[src/rtl/up5bit_counter_scheduler.sv]
// Two counter channels sharing one incrementer under a round-robin arbiter.
// Optional saturation at all-ones: define UP5BIT_SCHED_SATURATE_EN.
module up5bit_counter_scheduler #(
    parameter int WIDTH = 5,
    parameter int INIT0 = 1,
    parameter int INIT1 = 0
) (
    input  logic             clk,
    input  logic             global_resetn,
    input  logic [1:0]       req,
    input  logic [1:0]       load,
    input  logic [WIDTH-1:0] load_val0,
    input  logic [WIDTH-1:0] load_val1,
    output logic [1:0]       gnt,
    output logic [WIDTH-1:0] out0,
    output logic [WIDTH-1:0] out1,
    output logic [1:0]       wrap
);

    logic [WIDTH-1:0] r_out0;
    logic [WIDTH-1:0] r_out1;
    logic [1:0]       r_gnt;
    logic [1:0]       r_wrap;
    logic             r_lg;

    logic [1:0]       w_elig;
    logic [1:0]       w_gnt;
    logic             w_sel;
    logic [WIDTH-1:0] w_cur;
    logic             w_max;
    logic [WIDTH-1:0] w_next;

    // A channel granted last cycle or being loaded sits this cycle out.
    assign w_elig = req & ~r_gnt & ~load;

    always_comb begin
        w_gnt = 2'b00;
        unique case (1'b1)
            (w_elig == 2'b11): w_gnt = r_lg ? 2'b01 : 2'b10;
            (w_elig == 2'b01): w_gnt = 2'b01;
            (w_elig == 2'b10): w_gnt = 2'b10;
            default:           w_gnt = 2'b00;
        endcase
    end

    assign w_sel = w_gnt[1];
    assign w_cur = w_sel ? r_out1 : r_out0;
    assign w_max = &w_cur;

`ifdef UP5BIT_SCHED_SATURATE_EN
    assign w_next = w_max ? w_cur : w_cur + WIDTH'(1);
`else
    assign w_next = w_cur + WIDTH'(1);
`endif

    always_ff @(posedge clk or negedge global_resetn) begin
        if (!global_resetn) begin
            r_out0 <= WIDTH'(INIT0);
            r_out1 <= WIDTH'(INIT1);
            r_gnt  <= 2'b00;
            r_wrap <= 2'b00;
            r_lg   <= 1'b1;
        end else begin
            r_gnt  <= w_gnt;
            r_wrap <= w_gnt & {2{w_max}};
            if (|w_gnt) begin
                r_lg <= w_sel;
            end
            if (load[0]) begin
                r_out0 <= load_val0;
            end else if (w_gnt[0]) begin
                r_out0 <= w_next;
            end
            if (load[1]) begin
                r_out1 <= load_val1;
            end else if (w_gnt[1]) begin
                r_out1 <= w_next;
            end
        end
    end

    assign gnt  = r_gnt;
    assign wrap = r_wrap;
    assign out0 = r_out0;
    assign out1 = r_out1;

endmodule

[config.mk]
export PLATFORM = sky130hd
export DESIGN_NAME = up5bit_counter_scheduler
export DESIGN_NICKNAME = d
export VERILOG_FILES = /design/src/rtl/up5bit_counter_scheduler.sv
export SDC_FILE = /design/constraint.sdc
export NUM_CORES = 1
export LEC_CHECK = 0
export CAP_MARGIN = 20
export CORE_MARGIN = 4
export CORE_UTILIZATION = 46
export CTS_CLUSTER_SIZE = 25
export DETAILED_ROUTE_END_ITERATION = 16
export GPL_TIMING_DRIVEN = 0
export PLACE_DENSITY = 0.82
export SETUP_SLACK_MARGIN = 0.05
export SLEW_MARGIN = 25
export SYNTH_ARGS = -nofsm -noshare
export SYNTH_HDL_FRONTEND = slang
export SYNTH_SLANG_ARGS = --single-unit
[constraint.sdc]
create_clock -name clk -period 5.2 [get_ports clk]
set_input_delay 1.56 -clock clk [delete_from_list [all_inputs] [get_ports clk]]
set_output_delay 1.56 -clock clk [all_outputs]
set_load 0.03 [all_outputs]
# Yosys cells after proc, flatten, opt, wreduce, memory -nomap -nowiden
# Index checks and enable logic that the tools add are counted.
# classes
eq_ne	3
bitwise_logic	5
n_mux	7
n_addsub	1
n_reduce_logical	4
# op_table
op	count
5-bit two-way mux	5
2-bit AND	3
2-bit one-hot mux with 3 select lines	1
5-bit by 1-bit adder with 5-bit output, second input constant	1
5-bit AND reduction	1
2-bit == test, second input constant	2
2-bit NOT	2
2-bit nonzero test	2
2-bit by 1-bit == test with 1-bit output, second input constant	1
2-bit two-way mux	1
2-bit OR reduction	1
# word_totals
out_inout_bits	14
inputBits	16
wordCells	25
regBits	15

# Logic depth before layout (Yosys ltp)
# Gate-level depths: netlist (run 1).
# depth
depth_word	9
depth_mapped	11
mapped_depth_nobuf	9

# Least setup slack after synthesis (run 1)
# OpenSTA, ideal clock, no wires.
# synth_path
kind	input-to-reg
startpoint	input load[1]
endpoint	register r_out1[4] (netlist: out1[4])
path_buffers	2
required_time_ns	5.082
setup_time_ns	0.118
arrival_time_ns	3.693
stages	11
slack_ns	1.389
path_cell_list	buf_6 or3b_4 a21oi_4 buf_6 mux2_1 ha_1 inv_1 a21oi_1 ha_1 a22o_1 a21o_1
# synth_via
elab_chain_cells	8
elab_cells_between_ends	11
classes_between	add/sub (1); eq/ne (3); mux (4); bitwise (2); reduce/logical (1)
# synth_rtl
element	line_no	rtl
start, declared	11	input logic [1:0] load,
2-bit NOT *	34	assign w_elig = req & ~r_gnt & ~load;
2-bit AND *	34	
2-bit == test (tied with other cells)	41	(w_elig == 2'b10): w_gnt = 2'b10;
2-bit one-hot mux with 3 select lines *	38	unique case (1'b1)
named net w_gnt[1]	27	logic [1:0] w_gnt;
5-bit two-way mux	47	assign w_cur = w_sel ? r_out1 : r_out0;
5-bit by 1-bit adder with 5-bit output	53	assign w_next = w_cur + WIDTH'(1);
5-bit two-way mux	76	end else if (w_gnt[1]) begin
5-bit two-way mux	74	if (load[1]) begin
end signal, assigned	59	r_out1 <= WIDTH'(INIT1);
end signal, assigned	75	r_out1 <= load_val1;
end signal, assigned	77	r_out1 <= w_next;
end, declared	21	logic [WIDTH-1:0] r_out1;
# Mark *: on every way through the listed nets, which the timed path passes. The rest lies on a longest branch. The select of a mux whose other input is x is not followed.
# A chain may end at the register's enable or synchronous reset.

# Final worst setup path (run 1)
# layout_path
startpoint	input req[1]
endpoint	register r_out1[4] (netlist: out1[4])
# layout_via
elab_chain_cells	8
elab_cells_between_ends	11
classes_between	add/sub (1); eq/ne (3); mux (4); bitwise (2); reduce/logical (1)
# layout_rtl
element	line_no	rtl
start, declared	10	input logic [1:0] req,
2-bit AND * (2 in a row)	34	
2-bit == test (tied with other cells)	41	
2-bit one-hot mux with 3 select lines *	38	
named net w_gnt[1]	27	
5-bit two-way mux	47	
5-bit by 1-bit adder with 5-bit output	53	
5-bit two-way mux	76	
5-bit two-way mux	74	
# Marks and branches as above.

==> impl_results.md, run 1 <==
* Status: finished clean
* Count of warnings emitted by yosys at 0
* Max-slew violations at 0
* Number of inserted diodes at 0
* Number of rows in the core area at 15
* Number of buffers on the longest clock path at 2
* Routed wire length per instance at about 14 µm
* Worst-case hold path end point: r_lg$_DFFE_PN1P_
* Power density over the cells at 282 nW/µm²
* Largest net degree at the start of global routing at 16
* Synth unique cells at 31
* Sum of negative setup slack at 0 ns
* CP max FO at 10
* Violation count after the first detailed-routing iteration at 13
* Overall routed net length at 1820 µm
* Number of antenna violations at the first check in global routing at 0
* Sum of buffers and inverters on the critical path at 3
* Number of violations of the max-capacitance limit at 0
* Weighted congestion at the end of routability-driven global placement at 0.833
* Leakage power of the design at 0.495 nW
* Start point of the worst min-delay path: r_lg$_DFFE_PN1P_
* Level count of the clock H-tree at 1
* Endpoint required time on the critical path at 5.37 ns
* Kind of start point of the critical path: input pin
* Vias in the first global route at 693
* Area of the multi-input gates at about 400 µm²
* Crit-path cells: clkdlybuf4s50_1 -> or3b_4 -> a21oi_4 -> buf_6 -> mux2_1 -> ha_1 -> inv_1 -> a21oi_1 -> ha_1 -> a22o_1 -> a21o_1
* Fraction of met1 tracks used by global routing at between 20% and 30%
* CTS tree: done
* Delay of the slowest cell on the worst path at 0.47 ns
* Final count of negative-setup-slack endpoints at 0
* Clock latency at the later pin of the worst-skew pair at 0.28 ns
* HPWL after DPL at 1430 µm
* Worst setup path category: in2reg
* Netlist area before placement at about 830 µm²
* Cell at the root of the clock tree: sky130_fd_sc_hd__clkbuf_4
* Global-route layer with the greatest usage: met2
* Reg-to-Reg End: out1[4]$_DFFE_PN0P_
* Vertical die dimension at 50.4 µm
* Final-stage net count at 124
* Placed cells at 126
* Arrival @ worst endpoint at 4.21 ns
* Critical Path Slowest Stage Cell: sky130_fd_sc_hd__clkdlybuf4s50_1
* Actual slew at the worst max-slew pin at 0.664 ns
* Share of flip-flops with an asynchronous set or reset at 100%
* Number of I/O pins at 30
* Share of the cycle needed by the critical path after routing at 77.7%
* Count of hold buffers inserted by post-cts repair at 0
* Worst path top cell family by delay: buffers and inverters
* Floorplan die width at between 50 and 60 µm
* Syn nets at 91
* Largest cells by area after synthesis: sky130_fd_sc_hd__dfrtp_1 39%, sky130_fd_sc_hd__dfstp_2 6.3%, sky130_fd_sc_hd__mux2_1 5.4%, sky130_fd_sc_hd__a221o_1 3.6%, sky130_fd_sc_hd__xnor2_1 3.2%
* Inserted Clock Buffers at 3
* Most frequent cells after synthesis: 13 x sky130_fd_sc_hd__dfrtp_1, 6 x sky130_fd_sc_hd__nand2_1, 4 x sky130_fd_sc_hd__inv_1, 4 x sky130_fd_sc_hd__mux2_1
* Post-CTS Resized at 0
* Number of cells on the worst reg-to-reg path at 10
* Clk sink count at 15
* Fraction of final layout cells with drive strength greater than 1 at 10.5%
* Length of the first detailed-routing pass in iterations at 4
* Number of antenna-violating nets in the routed design at 0
* R2r startpoint: gnt[1]$_DFF_PN0_
* Sequential cell area at 378 µm²
* Die ar. at 2540 µm²
* Total Routing Usage GR at between 10% and 20%
* Share of Yosys cell area claimed by the top area cell type at 39.3%
* Worst reg-to-reg setup slack at 2.49 ns
* Signed area change from the synthesized netlist to the final layout at 40.8%
* Slew margin rel. at approximately 56%
* FMAX at 248 MHz
* Post-synth EDFFs at 0
* Setup repair after global routing missed its margin: no
* Number of input and output port buffers inserted at 28
* Mean Syn Cell Area at 11.3 µm²
* Final Hold Viols at 0
* Final standard cell count with taps included and fillers excluded at 130
* Most frequent cell after synthesis: sky130_fd_sc_hd__dfrtp_1
* Instance count of the mapped netlist at 73
* Synthesis-stage register bit count at 15
* Most frequent CP cell: sky130_fd_sc_hd__ha_1
* Setup clock skew after layout at 0.000718 ns
* Residual DRC at 0
* Top FF cell, synth: sky130_fd_sc_hd__dfrtp_1
* Class of the tightest hold or removal check: reg2reg
* Fillers at 143
* Critical path capture point type: flop
* Clock input transition at the sequential cells of the worst setup and hold paths at ~0.09 ns
* Global-route wire length before repair at ~3200 µm
* Worst vdd rail ir drop at between 150 and 200 µV
* Via Count at 683
* Global routing met2 resource utilization at 25.4%
* Grt met3 use at under 10%
* Area inside the core boundary at ~1700 µm²
* Vias/cell at 5.25
* Overflow after GRT at 0
* Min cycle time layout at 4.04 ns
* Starting Density at 48.5%
* Hold path cells at 2
* Sequential fraction of the synthesis area at between 40% and 50%
* Cell type contributing the most total cell area after synthesis: sky130_fd_sc_hd__dfrtp_1
* Number of buffers added for setup after CTS at 0
==> tightest hold or removal path: cells and delay by family, from the launching register on <==
kind | cells | cell delay (ns)
DFF | 1 | 0.41
AOI/OAI and AO/OA | 1 | 0.05
buffers and inverters | 1 | 0.05
==> through the flow <==
step | total power, mW | cell area [µm²] | utilization (%) | hold slack (ns) | worst slack, ns
after floorplan | 0.216 | 828 | - | 0.480 | 1.39
after global placement | 0.264 | 1140 | 66.7 | 0.492 | 0.888
after detailed placement | 0.266 | 1140 | 66.7 | 0.502 | 0.856
after CTS | 0.334 | 1170 | 68.3 | 0.517 | 1.16
after global routing | 0.349 | 1170 | 68.3 | 0.542 | 1.02
final | 0.329 | 1170 | 68.3 | 0.513 | 1.16
==> per-layer routing <==
| metal | vias up | part of all wire [%] | routed length [µm] |
|---|---|---|---|
| met2 | 22 | 50 | 904 |
| met4 | 0 | 0.77 | 14 |
| met1 | 326 | 44 | 798 |
| li1 | 333 | - | - |
| met5 | - | 0 | 0 |
| met3 | 2 | 5.7 | 103 |
==> placed cells by master, fill, tap and decap left out, drive strengths merged <==
master,count
clkdlybuf4s50,28
nor2,1
mux2i,2
mux2,4
a221o,3
nand2,6
nor3b,4
xnor2,3
or3b,1
inv,4
buf,2
and2,2
and2b,1
nor4b,1
o211ai,1
ha,2
dfrtp,13
a21o,2
a22o,2
nor2b,1
dfstp,2
nand3,3
nand3b,1
nor3,1
o21ai,3
o2111ai,2
a211o,2
a21oi,3
clkbuf,5
==> layout make-up <==
type	instances	share of cell area, %
Multi-Input combinational cell	51	35.1
Inverter	4	1.29
Buffer	3	2.25
Sequential cell	15	32.4
Tap cell	25	2.68
Timing Repair Buffer	28	24.0
Clock buffer	4	2.25
==> power by group <==
part | internal (mW) | switching, mW
Combinational | 0.0569 | 0.0583
Clock | 0.0297 | 0.0361
Sequential | 0.132 | 0.0165
Total | 0.218 | 0.111
==> registers in the layout, indices dropped and copies added, names as in the netlist <==
signal	count
out0	5
r_lg	1
gnt	2
wrap	2
out1	5
==> kinds of logic after synthesis <==
| logic type | Yosys count | share of synthesized area (%) |
|---|---|---|
| compound gates | 18 | 17.7 |
| buf+inv | 7 | 4.98 |
| flops | 15 | 45.6 |
| mux | 6 | 7.85 |
| simple gates | 22 | 17.7 |
| fa+ha+maj | 2 | 3.02 |
| xor+xnor | 3 | 3.17 |
==> worst max path at each step <==
stage / start / slack (ns) / end / cells past startpoint
floorplan: load[1] / 1.39 / out1[4]$_DFFE_PN0P_ / 11
global placement: req[1] / 0.89 / out1[4]$_DFFE_PN0P_ / 11
detailed placement: req[1] / 0.86 / out1[4]$_DFFE_PN0P_ / 11
CTS: req[1] / 1.16 / out1[4]$_DFFE_PN0P_ / 11
global route: req[1] / 1.02 / out1[4]$_DFFE_PN0P_ / 11
finish: req[1] / 1.16 / out1[4]$_DFFE_PN0P_ / 11
(Power assumes the default switching activity.)
==> run 2: changes to the inputs <==
Settings changed: CORE_UTILIZATION 46 to 43, PLACE_DENSITY 0.82 to 0.78.
Clock period 5.2 ns to 3.87 ns, I/O delays scaled along.
==> impl_results.md, run 2 (synthesized netlist as in run 1, its figures left out) <==
* Status: finished clean
* Number of buffers on the longest clock path at 2
* Overflow after GRT at 0
* Weighted congestion at the end of routability-driven global placement at 0.846
* Number of I/O pins at 30
* Routed wire length per instance at ~14 µm
* Level count of the clock H-tree at 1
* Vias in the first global route at roughly 720
* Vias/cell at 5.22
* Number of buffers added for setup after CTS at 0
* Number of antenna-violating nets in the routed design at 0
* Minimum hold slack at 0.510 ns
* Final-stage net count at around 120
* Area inside the core boundary at 1780 µm²
* Clock input transition at the sequential cells of the worst setup and hold paths at 0.09 ns
* Number of input and output port buffers inserted at 28
* Min cycle time layout at around 3.6 ns
* Sequential cell area at 378 µm²
* CP max FO at 10
* Via Count at 678
* Actual slew at the worst max-slew pin at 0.648 ns
* Setup slack of the critical path after layout at between 0.2 and 0.25 ns
* Sum of negative setup slack at 0 ns
* Number of antenna violations at the first check in global routing at 0
* Number of violations of the max-capacitance limit at 0
* FMAX at 274 MHz
* Final Hold Viols at 0
* Max-slew violations at 0
* Die ar. at between 2000 and 3000 µm²
* Count of hold buffers inserted by post-cts repair at 0
* Share of the cycle needed by the critical path after routing at 94.2%
* Clock latency at the later pin of the worst-skew pair at 0.28 ns
* Floorplan die width at 51.9 µm
* Placement-stage worst setup slack at -0.0799 ns
* Setup repair after global routing missed its margin: no
* Fraction of final layout cells with drive strength greater than 1 at 10.5%
* Critical path capture point type: flop
* Vertical die dimension at 51.9 µm
* Overall routed net length at approximately 1800 µm
* Global-route wire length before repair at 3200 µm
* Worst setup path category: in2reg
* Violation count after the first detailed-routing iteration at 6
* Cell at the root of the clock tree: sky130_fd_sc_hd__clkbuf_4
* Clk sink count at 15
* Leakage power of the design at 0.495 nW
* Power density over the cells at 379 nW/µm²
* Arrival @ worst endpoint at 3.83 ns
* Most frequent standard cell in the layout excluding fill and tap cells: sky130_fd_sc_hd__clkdlybuf4s50_1
* Slew margin rel. at 56.6%
* Post-CTS Resized at 0
* Starting Density at 46.5%
* Number of inserted diodes at 0
* Inserted Clock Buffers at 3
* Number of rows in the core area at 15
* Residual DRC at 0
* Final count of negative-setup-slack endpoints at 0
* Fillers at 143
* Most used cells in the layout excluding fill and tap cells: 28 x sky130_fd_sc_hd__clkdlybuf4s50_1, 13 x sky130_fd_sc_hd__dfrtp_1, 6 x sky130_fd_sc_hd__nand2_1
* HPWL after DPL at 1440 µm
* CTS tree: done
* Largest net degree at the start of global routing at 16
* Endpoint required time on the critical path at 4.05 ns
* Signed area change from the synthesized netlist to the final layout at 40.8%
* Kind of start point of the critical path: input pin
* Length of the first detailed-routing pass in iterations at 4
* Class of the tightest hold or removal check: reg2reg
* Setup clock skew after layout at 0.00659 ns
* Worst vdd rail ir drop at 231 µV
* Post-layout util at 65.4%
* Area of the multi-input gates at 409 µm²
* Total Routing Usage GR at 16.1%
## run 2: area by class of cell
class / count / area share, %
multi-input cells: 51 / 35.1
flip-flops and latches: 15 / 32.4
inverters: 4 / 1.29
clock buffers: 4 / 2.25
plain buffers: 3 / 2.25
repair buffers: 28 / 24.0
well taps: 25 / 2.68
## run 2: final timing paths
kind                             startpoint                  end  depth (start not counted)  slack (ns)
hold / removal             r_lg$_DFFE_PN1P_     r_lg$_DFFE_PN1P_                          2        0.51
max in group asynchronous     global_resetn  out1[2]$_DFFE_PN0P_                          1        2.18
hold reg to reg            r_lg$_DFFE_PN1P_     r_lg$_DFFE_PN1P_                          2        0.51
setup / recovery                     req[1]  out1[4]$_DFFE_PN0P_                         11        0.23
setup reg to reg           gnt[1]$_DFF_PN0_  out1[4]$_DFFE_PN0P_                         10        1.16
min in group asynchronous     global_resetn    wrap[0]$_DFF_PN0_                          1        1.27
## run 2: per-layer routing
layer / up-vias / global-route usage [%] / routed length (µm)
met5: - / 0 / 0
met4: 0 / 6.99 / 9
met3: 2 / 5.73 / 139
met2: 26 / 26.8 / 864
met1: 320 / 18.4 / 815
li1: 330 / - / -
## run 2: per-stage QoR
step / std cells / power [mW] / cell area, µm²
floorplan: 73 / 0.290 / 828
global placement: 126 / 0.355 / 1140
detailed placement: 126 / 0.358 / 1140
CTS: 130 / 0.448 / 1170
global route: 130 / 0.469 / 1170
finish: 130 / 0.442 / 1170
## run 2: critical path, cell delays in order
cell	delay (ns)
sky130_fd_sc_hd__clkdlybuf4s50_1	0.46
sky130_fd_sc_hd__or3b_4	0.41
sky130_fd_sc_hd__a21oi_4	0.23
sky130_fd_sc_hd__buf_6	0.18
sky130_fd_sc_hd__mux2_1	0.32
sky130_fd_sc_hd__ha_1	0.25
sky130_fd_sc_hd__inv_1	0.09
sky130_fd_sc_hd__a21oi_1	0.05
sky130_fd_sc_hd__ha_1	0.32
sky130_fd_sc_hd__a22o_1	0.20
sky130_fd_sc_hd__a21o_1	0.14
## run 2: report_power, final
group	switching (mW)	leakage (nW)	total, mW	internal [mW]
registers	0.0225	0.184	0.200	0.177
logic	0.0783	0.296	0.155	0.0765
clock network	0.0477	0.0150	0.0876	0.0400
total	0.148	0.495	0.442	0.294
